<file path="src/rtl/seq_scan_sched.sv">
// Round-robin front end that shares one external serial sequence detector among N_REQ requesters.
// Each granted word is shifted in MSB first and the detector hits in its window are returned as a count.
module seq_scan_sched #(
  parameter int N_REQ   = 4,
  parameter int WORD_W  = 16,
  parameter int CNT_W   = $clog2(WORD_W + 1),
  parameter int DET_LAT = 1
) (
  input  logic                       clk,
  input  logic                       reset,
  input  logic [N_REQ-1:0]           req_valid,
  input  logic [N_REQ*WORD_W-1:0]    req_data,
  output logic [N_REQ-1:0]           req_ready,
  output logic                       det_clr,
  output logic                       det_din,
  input  logic                       det_dout,
  output logic                       res_valid,
  output logic [$clog2(N_REQ)-1:0]   res_id,
  output logic [CNT_W-1:0]           res_count,
  input  logic                       res_ready,
  output logic                       busy
);

  localparam int ID_W  = $clog2(N_REQ);
  localparam int CYC_W = $clog2(WORD_W + DET_LAT + 1);
  localparam logic [CYC_W-1:0] LAST_SHIFT = CYC_W'(WORD_W - 1);
  localparam logic [CYC_W-1:0] LAST_DRAIN = CYC_W'(WORD_W + DET_LAT - 1);
  localparam logic [CYC_W-1:0] WIN_START  = CYC_W'(DET_LAT);

  typedef enum logic [2:0] {S_IDLE, S_CLEAR, S_SHIFT, S_DRAIN, S_RESULT} state_t;

  state_t            state_q, state_d;
  logic [WORD_W-1:0] shreg_q, shreg_d;
  logic [CYC_W-1:0]  cyc_q, cyc_d;
  logic [CNT_W-1:0]  count_q, count_d;
  logic [ID_W-1:0]   id_q, id_d;
  logic [ID_W-1:0]   last_q, last_d;

  logic [WORD_W-1:0] req_word [N_REQ];
  logic              gnt_found;
  logic [ID_W-1:0]   gnt_idx;
  logic              hit;

  genvar gi;
  generate
    for (gi = 0; gi < N_REQ; gi++) begin : g_unpack
      assign req_word[gi] = req_data[gi*WORD_W +: WORD_W];
    end
  endgenerate

  // Search starts one past the last grant, so the last winner has lowest priority.
  always_comb begin
    gnt_found = 1'b0;
    gnt_idx   = '0;
    for (int k = 1; k <= N_REQ; k++) begin
      if (!gnt_found && req_valid[(int'(last_q) + k) % N_REQ]) begin
        gnt_found = 1'b1;
        gnt_idx   = ID_W'((int'(last_q) + k) % N_REQ);
      end
    end
  end

  // cyc_q counts SHIFT and DRAIN cycles; the first DET_LAT samples still belong to stale detector state.
  assign hit = det_dout && (cyc_q >= WIN_START);

  always_comb begin
    state_d   = state_q;
    shreg_d   = shreg_q;
    cyc_d     = cyc_q;
    count_d   = count_q;
    id_d      = id_q;
    last_d    = last_q;
    req_ready = '0;
    det_clr   = 1'b0;
    det_din   = 1'b0;
    res_valid = 1'b0;
    case (state_q)
      S_IDLE: begin
        if (gnt_found && reset) begin
          req_ready[gnt_idx] = 1'b1;
          shreg_d = req_word[gnt_idx];
          id_d    = gnt_idx;
          last_d  = gnt_idx;
          state_d = S_CLEAR;
        end
      end
      S_CLEAR: begin
        det_clr = 1'b1;
        count_d = '0;
        cyc_d   = '0;
        state_d = S_SHIFT;
      end
      S_SHIFT: begin
        det_din = shreg_q[WORD_W-1];
        shreg_d = {shreg_q[WORD_W-2:0], 1'b0};
        cyc_d   = cyc_q + CYC_W'(1);
        if (hit) count_d = count_q + CNT_W'(1);
        if (cyc_q == LAST_SHIFT) state_d = S_DRAIN;
      end
      S_DRAIN: begin
        cyc_d = cyc_q + CYC_W'(1);
        if (hit) count_d = count_q + CNT_W'(1);
        if (cyc_q == LAST_DRAIN) state_d = S_RESULT;
      end
      S_RESULT: begin
        res_valid = 1'b1;
        if (res_ready) state_d = S_IDLE;
      end
      default: state_d = S_IDLE;
    endcase
  end

  always_ff @(posedge clk or negedge reset) begin
    if (!reset) begin
      state_q <= S_IDLE;
      shreg_q <= '0;
      cyc_q   <= '0;
      count_q <= '0;
      id_q    <= '0;
      last_q  <= ID_W'(N_REQ - 1);
    end else begin
      state_q <= state_d;
      shreg_q <= shreg_d;
      cyc_q   <= cyc_d;
      count_q <= count_d;
      id_q    <= id_d;
      last_q  <= last_d;
    end
  end

  assign res_id    = id_q;
  assign res_count = count_q;
  assign busy      = (state_q != S_IDLE);

endmodule

</file>
<file path="config.mk">
export PLATFORM = sky130hd
export DESIGN_NAME = seq_scan_sched
export DESIGN_NICKNAME = d
export VERILOG_FILES = /design/src/rtl/seq_scan_sched.sv
export SDC_FILE = /design/constraint.sdc
export NUM_CORES = 1
export LEC_CHECK = 0
export BUFFER_PORTS_ARGS = -buffer_cell sky130_fd_sc_hd__buf_4
export CAP_MARGIN = 20
export CORE_ASPECT_RATIO = 2
export CORE_UTILIZATION = 55
export CTS_BUF_LIST = sky130_fd_sc_hd__clkbuf_8
export DETAILED_ROUTE_END_ITERATION = 6
export GPL_ROUTABILITY_DRIVEN = 1
export PLACE_DENSITY_LB_ADDON = 0.12
export SKIP_LAST_GASP = 1
export SLEW_MARGIN = 20
export SYNTH_ARGS = -nofsm -noshare
export SYNTH_HDL_FRONTEND = slang
export SYNTH_SLANG_ARGS = --single-unit
</file>
<file path="constraint.sdc">
create_clock -name clk -period 4.9 [get_ports clk]
set_input_delay 0.245 -clock clk [delete_from_list [all_inputs] [get_ports clk]]
set_output_delay 0.245 -clock clk [all_outputs]
set_load 0.05 [all_outputs]
</file>
==> results.py, run 1 <==
metrics = {
    "run_status": {
        "outcome": "finished, final reports clean",
    },
    "placement": {
        "dp_cells": 358,
        "gp_congestion": 0.801,
        "hpwl_um": 4280,
        "portBuffers": 86,
        "place_area_um2": 2930,
    },
    "logic_synthesis": {
        "synthTopCellsByCount": "nand3_1, dfrtp_1, mux2i_1",
        "syn_nets": 315,
        "yosysSeqAreaShare_pct": 35.8,
        "synth_edf_count": 0,
        "yosys.area.top_type": "dfrtp_1",
        "ys_ff_latch": 33,
        "ys_async_sr_fraction_pct": 100,
        "synth_cells": 238,
        "yosysMostFrequentCell": "nand3_1",
        "synthTopCellsByArea": "dfrtp_1, mux2_2, mux2i_1",
        "yosys.area.top_type_share_pct": 33.5,
        "yosysWarnings": 0,
        "yosysUniqueCellTypes": 44,
        "synthFlopType": "dfrtp_1",
        "syn_area_per_cell_um2": 9.72,
        "synth_area_um2": 2310,
    },
    "setup_path": {
        "crit_buf_inv": 4,
        "cp-end-kind": "output port",
        "cp_max_fo": 42,
        "cpPeakStageDelay_ns": 0.54,
        "arrival_ns": 2.82,
        "startpoint_type": "input pin",
        "crit_top_cell": "buf_4",
        "worstPathCellList": "dlygate4sd3_1 > buf_4 > o41a_1 > and2_1 > buf_4 > nand2_1 > nor2b_1 > buf_4",
        "cp_top_family": "buffers and inverters",
        "reg2reg_slack_ns": 2.47,
        "slowest_stage": "dlygate4sd3_1",
        "crit_type": "in -> out",
        "critPathRequiredTime_ns": 4.66,
    },
    "finish": {
        "area_growth_pct": 31.2,
        "ff_latch_area_um2": 828,
        "diodes": 0,
        "multi_input_area_um2": 1350,
        "nNetsFinal": 391,
        "drive_gt1_share_pct": 39.0,
        "finish.instance_area_um2": 3030,
        "num-fill-cells": 312,
        "stdcell_count": 367,
    },
    "route": {
        "drt-initial-drc-count": 43,
        "wl_um": 5750,
        "drc": 0,
        "first_pass_iters": 4,
        "vias_per_cell": 5.84,
        "antenna_left": 0,
        "wl_per_cell_um": 15.7,
        "vias": 2145,
    },
    "power_and_ir_drop": {
        "internal_power_mw": 0.825,
        "powerDensity_nw_per_um2": 504,
        "pwr-share-comb_pct": 53.1,
        "p_leak_nw": 1.36,
        "switching_share_pct": 46.1,
        "power_frac_seq_pct": 33.4,
        "clkPwrFrac_pct": 13.5,
        "switching_power_mw": 0.704,
        "ir_drop_mv": 0.411,
    },
    "clocking": {
        "cts_sinks": 33,
        "postCtsSetupRepairBufs": 0,
        "cts-root-buf": "clkbuf_8",
        "numCtsBuffers": 5,
        "h-tree-depth": 2,
        "clk_pin_slew_ns": 0.07,
        "clock_path_buffers": 2,
        "cts_tree": "yes",
        "insertion_delay_ns": 0.29,
    },
    "die": {
        "die-area_um2": 4480,
        "ios": 87,
        "die_x_um": 47.8,
        "core_area_um2": 4050,
        "die_h_um": 93.7,
        "initial_core_util_pct": 57.1,
        "fp-row-count": 33,
    },
    "global_routing": {
        "grt_usage_pct": 27.1,
        "grt_pass1_wl_um": 8760,
        "grt_max_degree": 43,
        "antenna_found_initial": 0,
        "grt_overflow_total": 0,
        "grt_pass1_vias": 2046,
    },
    "min_path": {
        "hp-class": "in -> reg",
    },
    "timing": {
        "finalMaxSlewViolations": 0,
        "rsz0062_at_grt": "no",
        "period_needed_ns": 3.07,
        "relSlewSlack_pct": 30.4,
        "setup_viol": 0,
        "hold_viol": 0,
        "post-route-period-util_pct": 62.6,
        "setup_tns_ns": 0,
        "skew_ns": 0.00639,
        "max_freq_mhz": 326,
        "max_slew.worst_pin.slew_ns": 1.04,
    },
    "run": {
        "drv_cap": 0,
    },
}
-- state kept, by name, summed over array words and instances, names as in the netlist --
| register | count |
|---|---|
| last_q | 2 |
| cyc_q | 5 |
| res_count | 5 |
| shreg_q | 16 |
| state_q | 3 |
| res_id | 2 |
-- worst paths after layout --
kind | cells after the start | start | to
min | 3 | res_ready | state_q[2]$_DFFE_PN0P_
max in group asynchronous | 2 | reset | last_q[0]$_DFFE_PN1P_
max reg2reg | 6 | last_q[1]$_DFFE_PN1P_ | shreg_q[5]$_DFFE_PN0P_
max | 8 | reset | req_ready[3]
min reg2reg | 2 | shreg_q[0]$_DFFE_PN0P_ | shreg_q[0]$_DFFE_PN0P_
min in group asynchronous | 2 | reset | cyc_q[4]$_DFFE_PN0P_
-- power groups by stage --
stage	sequential (mW)	clock, mW	combinational, mW
CTS	0.508	0.212	0.818
global placement	0.505	0	0.790
finish	0.512	0.206	0.812
detailed placement	0.512	0	0.812
floorplan	0.565	0	0.554
global route	0.527	0.222	0.881
-- cell families (layout without fill, tap and decap cells) --
family	count (synthesis)	in the layout	share of synthesized area (%)
AOI/OAI and AO/OA	58	58	19.6
xor gates and xnor gates	2	2	0.758
adders and majority gates	5	5	2.71
buffers and inverters	28	105	6.87
DFF	33	33	35.8
muxes	38	38	18.0
and+or+nand+nor	74	74	16.2
-- cells in the final DEF (no fill, tap or decap), drive strengths merged, types with 2 or more instances in the layout --
cell type | synthesis | layout
and3 | 2 | 2
mux2i | 18 | 18
nor3b | 2 | 2
xnor2 | 2 | 2
nand3 | 35 | 35
a211oi | 2 | 2
clkbuf | 3 | 5
clkinvlp | 0 | 3
dfstp | 2 | 2
dfrtp | 31 | 31
a21oi | 2 | 2
and2 | 2 | 2
inv | 8 | 8
o21ai | 8 | 8
a311o | 4 | 4
o31ai | 2 | 2
nor2b | 5 | 5
ha | 5 | 5
nor3 | 3 | 3
nand2 | 11 | 11
buf | 17 | 88
o211ai | 12 | 12
a22oi | 11 | 11
nor2 | 8 | 8
mux2 | 20 | 20
a22o | 7 | 7
a21o | 2 | 2
nand2b | 3 | 3
-- routing by layer --
metal	vias up	routed length [um]	global-route usage [%]	part of all wire [%]
met4	0	141	12.0	2.5
met2	69	3240	47.4	56
li1	1042	-	-	-
met1	1018	2150	29.0	37
met3	16	222	5.77	3.9
met5	-	0	0	0
-- worst reg2reg max path: stages, from the launching register on --
cell and delay, ns:
dfstp_2 0.58, nand2b_1 0.11, a21oi_1 0.09, o221ai_4 0.35, buf_4 0.47, mux2_2 0.38, a311o_1 0.33
-- layout make-up --
cell class / instances / area share [%]
multi-input cells: 177 / 44.5
flip-flops and latches: 33 / 27.3
clock inverters: 3 / 0.742
inverters: 8 / 0.990
repair buffers: 89 / 22.1
clock buffers: 5 / 2.27
well taps: 52 / 2.14
-- metrics by stage --
| step | hold slack, ns | total power [mW] | worst slack [ns] | util [%] |
|---|---|---|---|---|
| global route | 0.197 | 1.63 | 1.61 | 75.0 |
| detailed placement | 0.211 | 1.32 | 2.41 | 72.4 |
| floorplan | -0.0506 | 1.12 | 2.61 | - |
| global placement | 0.208 | 1.30 | 2.45 | 72.4 |
| finish | 0.206 | 1.53 | 1.83 | 75.0 |
| CTS | 0.199 | 1.54 | 1.85 | 74.9 |
-- what timing repair did --
action                                 4_1_cts  5_1_grt
hold buffers                                 1        0
resized for setup                            0        0
endpoints found under the hold margin       31        0
Note: power is estimated with default switching activity, not from simulation.
==> run 2: changes to the inputs <==
Settings changed: CORE_UTILIZATION 55 to 46.
Clock period 4.9 ns to 2.75 ns, I/O delays scaled along.
==> results.py, run 2 (synthesis gave the netlist of run 1 again) <==
metrics = {
    "setup_path": {
        "reg2reg_from": "last_q[1]$_DFFE_PN1P_",
        "ff2ff_path_depth": 5,
        "crit_type": "reg -> out",
        "cp_max_fo": 12,
        "r2r-end": "shreg_q[5]$_DFFE_PN0P_",
        "startpoint_type": "register",
        "critPathRequiredTime_ns": 2.61,
        "arrival_ns": 2.26,
        "reg2reg_slack_ns": 0.65,
        "cp-end-kind": "output port",
    },
    "clocking": {
        "cts_tree": "yes",
        "cts_sinks": 33,
        "cts-root-buf": "clkbuf_8",
        "clock_path_buffers": 2,
        "insertion_delay_ns": 0.28,
        "clk_pin_slew_ns": 0.07,
        "postCtsResizedCells": 0,
        "numCtsBuffers": 5,
        "h-tree-depth": 2,
        "postCtsSetupRepairBufs": 0,
    },
    "power_and_ir_drop": {
        "switching_power_mw": 1.23,
        "ir_drop_mv": 0.813,
        "pwr-share-comb_pct": 51.9,
        "p_leak_nw": 1.42,
        "powerDensity_nw_per_um2": 917,
        "internal_power_mw": 1.62,
        "power_frac_seq_pct": 31.7,
        "clkPwrFrac_pct": 16.4,
        "finalPower_mw": 2.85,
        "switching_share_pct": 43.2,
    },
    "min_path": {
        "hp-class": "in -> reg",
        "min_to": "state_q[2]$_DFFE_PN0P_",
        "worstHoldPathCells": 3,
        "min_from": "res_ready",
    },
    "finish": {
        "fin_util_pct": 64.0,
        "drive_gt1_share_pct": 39.4,
        "final_cell_mix": "buf_4, nand3_1, dfrtp_1",
        "largest_reg_flops": 16,
        "final_common_cell": "buf_4",
        "top_register": "shreg_q",
        "diodes": 0,
        "num-fill-cells": 430,
        "nNetsFinal": 396,
        "area_growth_pct": 34.6,
    },
    "timing": {
        "relSlewSlack_pct": 46.4,
        "setup_viol": 0,
        "finalMaxSlewViolations": 0,
        "max_slew.worst_pin.slew_ns": 0.804,
        "period_needed_ns": 2.40,
        "post-route-period-util_pct": 87.2,
        "setup_tns_ns": 0,
        "hold_viol": 0,
        "rsz0062_at_grt": "no",
        "max_freq_mhz": 417,
        "setup_slack_ns": 0.351,
        "skew_ns": 0.00337,
    },
    "placement": {
        "hpwl_um": 4510,
        "place_ws_ns": 0.644,
        "portBuffers": 86,
        "gp_congestion": 0.755,
    },
    "die": {
        "die_x_um": 52.1,
        "initial_core_util_pct": 47.5,
        "core_area_um2": 4860,
        "die-area_um2": 5330,
        "ios": 87,
        "fp-row-count": 36,
        "die_h_um": 102,
    },
    "route": {
        "drt-initial-drc-count": 26,
        "wl_um": 5990,
        "vias": 2149,
        "vias_per_cell": 5.70,
        "first_pass_iters": 4,
        "antenna_left": 0,
        "wl_per_cell_um": 15.9,
        "drc": 0,
    },
    "global_routing": {
        "antenna_found_initial": 0,
        "grt_overflow_total": 0,
        "grt_max_degree": 34,
        "grt_pass1_wl_um": 9580,
        "grt_usage_pct": 24.0,
        "grt_pass1_vias": 2120,
    },
    "run_status": {
        "outcome": "finished, final reports clean",
    },
    "run": {
        "drv_cap": 0,
    },
}
-- run 2: cell types whose count changed in the layout (fill, tap and decap cells not counted), sizes merged --
cell	change
clkbuf	+1
buf	+5
bufinv	+1
clkinvlp	-3
inv	+1
-- run 2: repair_timing --
action                                  CTS  global route
endpoints found under the setup margin    0             0
hold endpoints to repair                 31             0
hold buffers                              1             0
-- run 2: layout make-up --
class	instances	area [um^2]	share of cell area, %
Clock buffer	6	82.6	2.65
Clock inverter	2	33.8	1.09
Inverter	8	30.0	0.965
Multi-Input combinational cell	177	1350	43.2
Sequential cell	33	828	26.6
Tap cell	57	71.3	2.29
Timing Repair Buffer	94	721	23.2
-- run 2: worst max-delay path, cell delays in order (launching register included) --
cell and delay (ns):
dfstp_2 0.57, nor2b_1 0.27, o31a_1 0.37, nand2_1 0.35
nor2b_1 0.20, buf_4 0.21
-- run 2: through the flow --
stage          instances  instance area (um^2)  hold slack (ns)
2_1_floorplan        238                  2310           -0.158
3_3_place_gp         368                  2990            0.215
3_5_place_dp         368                  2990            0.212
4_1_cts              377                  3110           0.0924
5_1_grt              377                  3110            0.105
6_report             377                  3110           0.0982
-- run 2: how the worst max path moves through the flow --
stage	start	endpoint	slack [ns]	depth (start not counted)
6_report	last_q[0]$_DFFE_PN1P_	req_ready[3]	0.35	5
4_1_cts	last_q[0]$_DFFE_PN1P_	req_ready[3]	0.35	5
3_3_place_gp	last_q[0]$_DFFE_PN1P_	req_ready[3]	0.69	5
5_1_grt	last_q[0]$_DFFE_PN1P_	req_ready[3]	0.15	5
3_5_place_dp	last_q[0]$_DFFE_PN1P_	req_ready[3]	0.64	5
2_1_floorplan	last_q[0]$_DFFE_PN1P_	req_ready[1]	0.57	6
-- run 2: metal layers --
metal	up-vias	GRT usage (%)	share of wire (%)
met5	-	0	0
met4	0	6.48	1.0
met3	5	4.46	4.8
met2	60	45.7	56
met1	1030	25.8	38
li1	1054	-	-
-- run 2: power groups by stage --
stage | sequential (mW) | clock (mW) | combinational (mW)
finish | 0.904 | 0.468 | 1.48
CTS | 0.902 | 0.479 | 1.50
detailed placement | 0.909 | 0 | 1.49
global placement | 0.903 | 0 | 1.46
floorplan | 1.01 | 0 | 0.987
global route | 0.935 | 0.499 | 1.61
